`config.mk`:
```
export PLATFORM = sky130hd
export DESIGN_NAME = apb_wait_slave
export DESIGN_NICKNAME = d
export VERILOG_FILES = /design/src/rtl/apb_wait_slave.sv
export SDC_FILE = /design/constraint.sdc
export NUM_CORES = 1
export LEC_CHECK = 0
export ABC_AREA = 1
export BUFFER_PORTS_ARGS = -buffer_cell sky130_fd_sc_hd__buf_4
export CAP_MARGIN = 10
export CORE_AREA = 2 2 95 97
export CTS_BUF_LIST = sky130_fd_sc_hd__clkbuf_2 sky130_fd_sc_hd__clkbuf_4 sky130_fd_sc_hd__clkbuf_8
export CTS_CLUSTER_DIAMETER = 30
export DETAILED_ROUTE_END_ITERATION = 10
export DIE_AREA = 0 0 97 99
export GPL_ROUTABILITY_DRIVEN = 0
export PLACE_DENSITY_LB_ADDON = 0.12
export SLEW_MARGIN = 20
export SYNTH_ARGS = -nofsm -noshare
export SYNTH_HDL_FRONTEND = slang
export SYNTH_SLANG_ARGS = --single-unit
```
`constraint.sdc`:
```
create_clock -name PCLK -period 2.2 [get_ports PCLK]
set_clock_uncertainty 0.05 [all_clocks]
set_input_delay 0.66 -clock PCLK [delete_from_list [all_inputs] [get_ports PCLK]]
set_output_delay 0.66 -clock PCLK [all_outputs]
set_load 0.03 [all_outputs]
```
`src/rtl/apb_wait_slave.sv`:
```
// APB completer with a DEPTH x DATA_W register file and WAIT_STATES wait cycles per access.
// Build option: define APB_SLVERR_EN to flag out-of-range addresses with PSLVERR instead of wrapping them.
module apb_wait_slave #(
  parameter int ADDR_W      = 8,
  parameter int DATA_W      = 16,
  parameter int DEPTH       = 4,
  parameter int WAIT_STATES = 2
) (
  input  logic              PCLK,
  input  logic              PRESETn,
  input  logic              PSEL,
  input  logic              PENABLE,
  input  logic              PWRITE,
  input  logic [ADDR_W-1:0] PADDR,
  input  logic [DATA_W-1:0] PWDATA,
  output logic [DATA_W-1:0] PRDATA,
  output logic              PREADY,
  output logic              PSLVERR,
  output logic              dbg_state
);

  // Handshake: a transfer starts with a SETUP cycle (PSEL=1, PENABLE=0) seen in IDLE and
  // completes on the rising edge where PSEL=1, PENABLE=1 and PREADY=1; dropping PSEL
  // while in ACCESS abandons the transfer without touching the register file.

  localparam int IDX_W = (DEPTH > 1) ? $clog2(DEPTH) : 1;
  localparam logic [3:0]      WAIT_CNT = 4'(WAIT_STATES);
  localparam logic [ADDR_W:0] DEPTH_A  = (ADDR_W+1)'(DEPTH);

  if (WAIT_STATES < 0 || WAIT_STATES > 15) begin : g_bad_wait
    $error("apb_wait_slave: WAIT_STATES must be in 0..15");
  end
  if (IDX_W > ADDR_W) begin : g_bad_addr
    $error("apb_wait_slave: ADDR_W too narrow for DEPTH");
  end

  typedef enum logic {
    IDLE   = 1'b0,
    ACCESS = 1'b1
  } state_t;

  state_t             state_q, state_d;
  logic [3:0]         cnt_q, cnt_d;
  logic               latch, commit;
  logic [ADDR_W-1:0]  addr_q;
  logic               write_q;
  logic [DATA_W-1:0]  wdata_q;
  logic [DATA_W-1:0]  regs [DEPTH];
  logic [IDX_W-1:0]   idx;
  logic               hit;

  assign idx = addr_q[IDX_W-1:0];

`ifdef APB_SLVERR_EN
  logic in_range;
  assign in_range = ({1'b0, addr_q} < DEPTH_A);
  assign hit      = in_range;
  assign PSLVERR  = PREADY & ~in_range;
`else
  // Address wraps onto the low index bits; the rest of the latched address is don't-care.
  if (DEPTH != (1 << IDX_W)) begin : g_bad_depth
    $error("apb_wait_slave: DEPTH must be a power of two without APB_SLVERR_EN");
  end
  logic unused_addr;
  assign unused_addr = ^{addr_q, DEPTH_A};
  assign hit         = 1'b1;
  assign PSLVERR     = 1'b0;
`endif

  always_comb begin
    state_d = state_q;
    cnt_d   = cnt_q;
    latch   = 1'b0;
    commit  = 1'b0;
    case (state_q)
      IDLE: begin
        if (PSEL && !PENABLE) begin
          state_d = ACCESS;
          cnt_d   = WAIT_CNT;
          latch   = 1'b1;
        end
      end
      ACCESS: begin
        // Losing PSEL wins over everything, including the counter hitting zero.
        if (!PSEL) begin
          state_d = IDLE;
          cnt_d   = 4'd0;
        end else if (cnt_q != 4'd0) begin
          cnt_d = cnt_q - 4'd1;
        end else if (PENABLE) begin
          commit  = 1'b1;
          state_d = IDLE;
        end
      end
      default: begin
        state_d = IDLE;
        cnt_d   = 4'd0;
      end
    endcase
  end

  always_ff @(posedge PCLK or negedge PRESETn) begin
    if (!PRESETn) begin
      state_q <= IDLE;
      cnt_q   <= 4'd0;
      addr_q  <= '0;
      write_q <= 1'b0;
      wdata_q <= '0;
    end else begin
      state_q <= state_d;
      cnt_q   <= cnt_d;
      if (latch) begin
        addr_q  <= PADDR;
        write_q <= PWRITE;
        wdata_q <= PWDATA;
      end
    end
  end

  always_ff @(posedge PCLK or negedge PRESETn) begin
    if (!PRESETn) begin
      for (int i = 0; i < DEPTH; i++) regs[i] <= '0;
    end else if (commit && write_q && hit) begin
      regs[idx] <= wdata_q;
    end
  end

  assign PREADY    = (state_q == ACCESS) && (cnt_q == 4'd0);
  assign PRDATA    = (PREADY && !write_q && hit) ? regs[idx] : '0;
  assign dbg_state = (state_q == ACCESS);

endmodule
```
==> out/summary.json, run 1 <==
{
  "run_status": "finished, violations left",
  "violations": "negative setup slack",
  "grt_first_pass_wirelength_um": 14900,
  "routedWlPerCell_um": 13.6,
  "stdcell_count": 647,
  "worst_r2r_path_depth": 7,
  "final_antenna_net_count": 0,
  "leakagePower_nw": 2.58,
  "syn_avg_cell_area_um2": 8.81,
  "power.density_nw_per_um2": 936,
  "tritoncts_clock_tree": "done",
  "hold-worst-slack_ns": 0.242,
  "maximum_buffer_depth_of_the_clock_tree": 2,
  "drt-total-wl_um": 8770,
  "boundaryPins": 48,
  "portBuffers": 40,
  "total_grt_overflow": 0,
  "tritoncts.num_buffers": 9,
  "worstSetupPathType": "reg -> out",
  "yosysUniqueCellTypes": 25,
  "family_of_cells_with_the_greatest_summed_delay_on_the_critical_path": "simple AND/OR/NAND/NOR gates",
  "ctsHoldBuffers": 0,
  "post_synth_instance_area_um2": 4190,
  "grt_max_degree": 41,
  "hp-class": "in -> async",
  "layout-drive-gt1-share": 0.399,
  "buffer_and_inverter_count_on_the_worst_path": 2,
  "fmax_mhz": 431,
  "initial_utilization": 0.490,
  "path_clk_slew_ns": 0.08,
  "critical_path_cell_count": 7,
  "max_cap_violations": 0,
  "setup_slack_ns": -0.119,
  "synth_warnings": 0,
  "unrepaired_setup_endpoints_after_global_routing": "yes",
  "layout_min_cycle_time_ns": 2.32,
  "area.growth.synth_to_final_pct": 25.3,
  "placed_cells_incl_taps": 618,
  "first_drt_iteration_drcs": 185,
  "number_of_design_rule_violations_left_after_detail_routing": 0,
  "grt_pass1_vias": 3157,
  "worstSkewPairLatency_ns": 0.35,
  "synth_area_leaders": "dfrtp_1, nand2_1, o21ai_2, nor2_1, buf_6",
  "h_tree_levels": 3,
  "route.detailed.vias_per_inst": 4.95,
  "critical-path-max-stage-delay_ns": 0.41,
  "die_width_um": 97,
  "finalSetupViolations": 16,
  "synth.yosys.seq_area_share": 0.525,
  "max-vdd-ir-drop_v": 0.000494,
  "grt_util_all_layers": 0.196,
  "critPathSlowestCell": "dfrtp_1",
  "post-dp-hpwl_um": 5490,
  "mapped_nets": 506,
  "min_period_over_period": 1.05,
  "synthDominantAreaCellType": "dfrtp_1",
  "finalNetCount": 564,
  "slew_violations": 0,
  "netlist_instances": 476,
  "timing.slew.headroom": 0.631,
  "core_region_area_um2": 8550,
  "drt-pass1-iter-count": 4,
  "worst_ep_required_time_ns": 1.49,
  "die_height_um": 99,
  "synth_top_area_share": 0.525,
  "placementRows": 34,
  "initial_antenna_violation_count": 0,
  "path_max_fanout": 8,
  "worst_slew_pin_slew_ns": 0.553,
  "detailroute.via_count": 3204,
  "cts_sinks": 88,
  "crit_path_cell_trace": "nor2_2 -> nand2_4 -> nor2_4 -> nand2_4 -> buf_12 -> nor2_2 -> buf_6",
  "fill_cells": 770,
  "worst-endpoint-arrival_ns": 1.61,
  "critPathCaptureType": "output pin",
  "antenna_cells": 0,
  "die_footprint_um2": 9600,
  "finalHoldViolCount": 0,
  "clk_root_buffer_cell": "clkbuf_8",
  "startpoint_type": "flop",
  "synth_seq_cells": 88
}
routing by layer:
metal	GRT usage	wire, um	part of all wire	vias up
li1	-	-	-	1613
met1	0.247	4010	0.46	1534
met2	0.342	4390	0.50	47
met3	0.0426	276	0.031	10
met4	0.0542	95	0.011	0
met5	0	0	0	-
cells in the final DEF, fill, tap and decap left out, types with 6 or more instances in the layout:
| cell | instances |
|---|---|
| a21oi_1 | 20 |
| o21ai_1 | 14 |
| nor2_2 | 14 |
| clkbuf_8 | 10 |
| dfrtp_1 | 86 |
| buf_6 | 17 |
| nand2_1 | 147 |
| buf_12 | 6 |
| nand2_2 | 26 |
| nor2_1 | 23 |
| inv_1 | 25 |
| o21ai_2 | 50 |
| nor2_4 | 22 |
| buf_4 | 45 |
per-stage QoR:
step / utilization / TNS (ns) / setup WS (ns) / total power [mW] / cell area, um2
finish: 0.614 / -1.73 / -0.119 / 4.92 / 5250
global route: 0.614 / -3.23 / -0.215 / 5.27 / 5250
CTS: 0.602 / -1.92 / -0.141 / 4.87 / 5150
detailed placement: 0.551 / 0 / 0.0453 / 3.66 / 4710
global placement: 0.551 / 0 / 0.0829 / 3.62 / 4710
floorplan: - / -0.347 / -0.0579 / 3.29 / 4280
cells in the mapped netlist:
master    count
a21oi_1      20
buf_2         3
buf_4         8
buf_6        10
clkbuf_1      1
clkinv_1      1
conb_1        1
dfrtp_1      88
ha_1          1
inv_1        27
inv_2         2
nand2_1     175
nand2_2       1
nand2_4       1
nand3_1       3
nand3_4       4
nand4_1       2
nor2_1       54
nor2_2        2
nor2_4        3
nor2_8        1
o21ai_0       3
o21ai_1      14
o21ai_2      50
or2_2         1
state kept, by name, indices dropped and copies added, names as in the netlist:
name / flops
regs: 64
wdata_q: 16
cnt_q: 4
dbg_state: 1
addr_q: 2
write_q: 1
what timing repair did:
action / in CTS / in global routing
setup endpoints to repair: 16 / 16
setup buffers: 9 / 4
pin swaps: 22 / 18
resized for setup: 61 / 24
power breakdown:
group	switching, mW	internal, mW	total, mW
Combinational	0.939	0.653	1.59
Clock	0.551	0.477	1.03
Sequential	0.238	2.06	2.30
worst register-to-register path: stages (launching register included):
cell,delay [ns]
dfrtp_1,0.41
nor2_2,0.17
nand2_4,0.08
buf_4,0.16
nor2_8,0.16
nand3_4,0.40
nand2_1,0.24
o21ai_2,0.07
worst paths after layout:
kind                            startpoint  slack [ns]         end
worst max-delay path              cnt_q[3]       -0.12  PRDATA[14]
worst min-delay path               PRESETn        0.24    cnt_q[2]
worst max register to register    cnt_q[3]        0.36    regs[51]
worst min register to register    regs[13]        0.44    regs[13]
max in group asynchronous          PRESETn        1.23     regs[8]
min in group PCLK                 regs[13]        0.44    regs[13]
layout make-up:
type | count | area, um2 | share of cell area
clock buffer | 13 | 160 | 0.0305
clock inverter | 3 | 17.5 | 0.00333
inverter | 30 | 114 | 0.0217
multi-input combinational | 336 | 1960 | 0.373
sequential | 88 | 2200 | 0.420
tap | 108 | 135 | 0.0257
timing repair buffer | 69 | 664 | 0.126
kinds of logic (layout without fill, tap and decap cells):
family,after synthesis,count (layout),synth area share
AOI/OAI and AO/OA,87,87,0.149
adders and majority gates,1,1,0.00298
buffers and inverters,52,115,0.0725
DFF,88,88,0.525
other,1,1,0.000894
and+or+nand+nor,247,247,0.250
Note: power is estimated with default switching activity, not from simulation.
==> run 2, diff against run 1 <==
--- a/config.mk
+++ b/config.mk
@@ -10,11 +10,11 @@
 export CAP_MARGIN = 10
 export CORE_AREA = 2 2 95 97
 export CTS_BUF_LIST = sky130_fd_sc_hd__clkbuf_2 sky130_fd_sc_hd__clkbuf_4 sky130_fd_sc_hd__clkbuf_8
-export CTS_CLUSTER_DIAMETER = 30
 export DETAILED_ROUTE_END_ITERATION = 10
 export DIE_AREA = 0 0 97 99
 export GPL_ROUTABILITY_DRIVEN = 0
 export PLACE_DENSITY_LB_ADDON = 0.12
+export REMOVE_ABC_BUFFERS = 1
 export SLEW_MARGIN = 20
 export SYNTH_ARGS = -nofsm -noshare
 export SYNTH_HDL_FRONTEND = slang
==> run 2 against run 1 <==
Compared with the run above: the run still ends with negative setup slack left; total power rose by 5.9%; final cell count fell by 0.93%; clock power rose by 32%; wire length rose by 2.1%; count of clock-buffer cells in the layout fell by 1; hold slack improved by 0.037 ns; first-iteration DRC count rose by 3.8%; critical path type unchanged; largest power group unchanged.
==> out/summary.json, run 2 (same netlist as run 1, synthesis figures left out) <==
{
  "run_status": "finished, violations left",
  "violations": "negative setup slack",
  "power.density_nw_per_um2": 997,
  "max_ffs_per_register": 64,
  "setup_slack_ns": -0.157,
  "drt-pass1-iter-count": 5,
  "worst-endpoint-arrival_ns": 1.65,
  "first_drt_iteration_drcs": 192,
  "finalNetCount": 559,
  "worst_ep_required_time_ns": 1.49,
  "register_to_register_path_setup_slack_ns": 0.19,
  "grt_util_all_layers": 0.200,
  "layout_min_cycle_time_ns": 2.36,
  "hp-class": "in -> async",
  "post-dp-hpwl_um": 4990,
  "register_with_the_most_flip_flops": "regs",
  "worst_slew_pin_slew_ns": 0.509,
  "die_footprint_um2": 9600,
  "tritoncts_clock_tree": "done",
  "critPathCaptureType": "output pin",
  "total_grt_overflow": 0,
  "layout-drive-gt1-share": 0.341,
  "die_height_um": 99,
  "max-vdd-ir-drop_v": 0.000419,
  "number_of_design_rule_violations_left_after_detail_routing": 0,
  "r2r_end": "regs[61]",
  "ctsHoldBuffers": 0,
  "final_antenna_net_count": 0,
  "slew_violations": 0,
  "boundaryPins": 48,
  "placementRows": 34,
  "h_tree_levels": 3,
  "initial_antenna_violation_count": 0,
  "core_region_area_um2": 8550,
  "startpoint_type": "flop",
  "timing.slew.headroom": 0.661,
  "r2r_start": "cnt_q[0]",
  "placed_cells_incl_taps": 614,
  "layout_top_registers": "regs (64), wdata_q (16), cnt_q (4)",
  "area.growth.synth_to_final_pct": 24.5,
  "fmax_mhz": 424,
  "portBuffers": 40,
  "routedWlPerCell_um": 14.0,
  "cts_sinks": 88,
  "finalSetupViolations": 16,
  "clk_root_buffer_cell": "clkbuf_8",
  "route.detailed.vias_per_inst": 4.88,
  "finalHoldViolCount": 0,
  "unrepaired_setup_endpoints_after_global_routing": "yes",
  "most-common-layout-cells": "nand2_1, dfrtp_1, o21ai_2",
  "worst_r2r_path_depth": 9,
  "min_period_over_period": 1.07,
  "die_width_um": 97,
  "max_cap_violations": 0,
  "detailroute.via_count": 3128,
  "fill_cells": 743,
  "path_clk_slew_ns": 0.08,
  "stdcell_count": 641,
  "initial_utilization": 0.490,
  "grt_max_degree": 89,
  "drt-total-wl_um": 8950,
  "grt_pass1_vias": 3057,
  "final_core_util": 0.611,
  "tritoncts.num_buffers": 9,
  "grt_first_pass_wirelength_um": 15200,
  "most_common_cell_after_layout_fill_and_taps_aside": "nand2_1",
  "antenna_cells": 0,
  "leakagePower_nw": 2.58,
  "maximum_buffer_depth_of_the_clock_tree": 2,
  "worstSkewPairLatency_ns": 0.36,
  "worstSetupPathType": "reg -> out",
  "path_max_fanout": 6
}
==> run 2: cell count changes in the layout (fill, tap and decap cells not counted), sizes merged <==
cell | before | now
clkinvlp | 1 | 0
bufinv | 0 | 3
clkinv | 3 | 0
inv | 29 | 30
buf | 69 | 63
==> run 2: worst max-delay path, cell delays in order, from the launching register on <==
cell and delay, ns:
dfrtp_1 0.40, inv_2 0.08, ha_4 0.15, nand2_4 0.06
nor2_4 0.11, nand2_4 0.10, buf_12 0.17, nor2_4 0.09
buf_6 0.13
==> run 2: how the worst max path moves through the flow <==
stage                 end  depth (start not counted)  startpoint  slack [ns]
3_5_place_dp    PRDATA[6]                          8    cnt_q[1]        0.01
3_3_place_gp   PRDATA[14]                          8    cnt_q[0]        0.06
6_report        PRDATA[6]                          8    cnt_q[0]       -0.16
4_1_cts         PRDATA[3]                          8    cnt_q[1]       -0.19
2_1_floorplan   PRDATA[0]                          6    cnt_q[0]       -0.25
5_1_grt         PRDATA[2]                          8    cnt_q[0]       -0.22
==> run 2: repair_timing <==
item                       CTS  global route
setup buffers                7             3
pin swaps                   10            19
gates resized for setup     57            26
gates cloned                 1             1
setup endpoints to repair   16            16
==> run 2: power by group <==
part,switching [mW],internal [mW],leakage [nW]
sequential,0.223,2.06,1.14
combinational,0.924,0.642,1.32
clock,0.551,0.806,0.124
total,1.70,3.51,2.58
==> run 2: layer usage <==
metal | vias to the layer above | wire [um] | global-route usage
li1 | 1602 | - | -
met1 | 1467 | 4280 | 0.278
met2 | 46 | 4240 | 0.320
met3 | 13 | 266 | 0.0284
met4 | 0 | 164 | 0.0791
met5 | - | 0 | 0
==> run 2: area by class of cell <==
cell class	instances	area, um2	share of cell area
Sequential cell	88	2200	0.422
Multi-Input combinational cell	336	1870	0.358
Timing Repair Buffer	64	657	0.126
Clock buffer	12	153	0.0292
Tap cell	108	135	0.0259
Inverter	30	113	0.0216
Clock inverter	3	90.1	0.0173
==> run 2: per-stage QoR <==
| step | hold slack, ns | worst slack [ns] | total power [mW] | TNS [ns] | area, um2 |
|---|---|---|---|---|---|
| after CTS | 0.302 | -0.186 | 5.11 | -2.80 | 5080 |
| after detailed placement | 0.417 | 0.0144 | 3.60 | 0 | 4590 |
| after global placement | 0.414 | 0.0640 | 3.56 | 0 | 4590 |
| final | 0.280 | -0.157 | 5.20 | -2.19 | 5220 |
| after floorplan | 0.314 | -0.251 | 3.20 | -4.01 | 4000 |
| after global routing | 0.321 | -0.222 | 5.56 | -3.18 | 5220 |
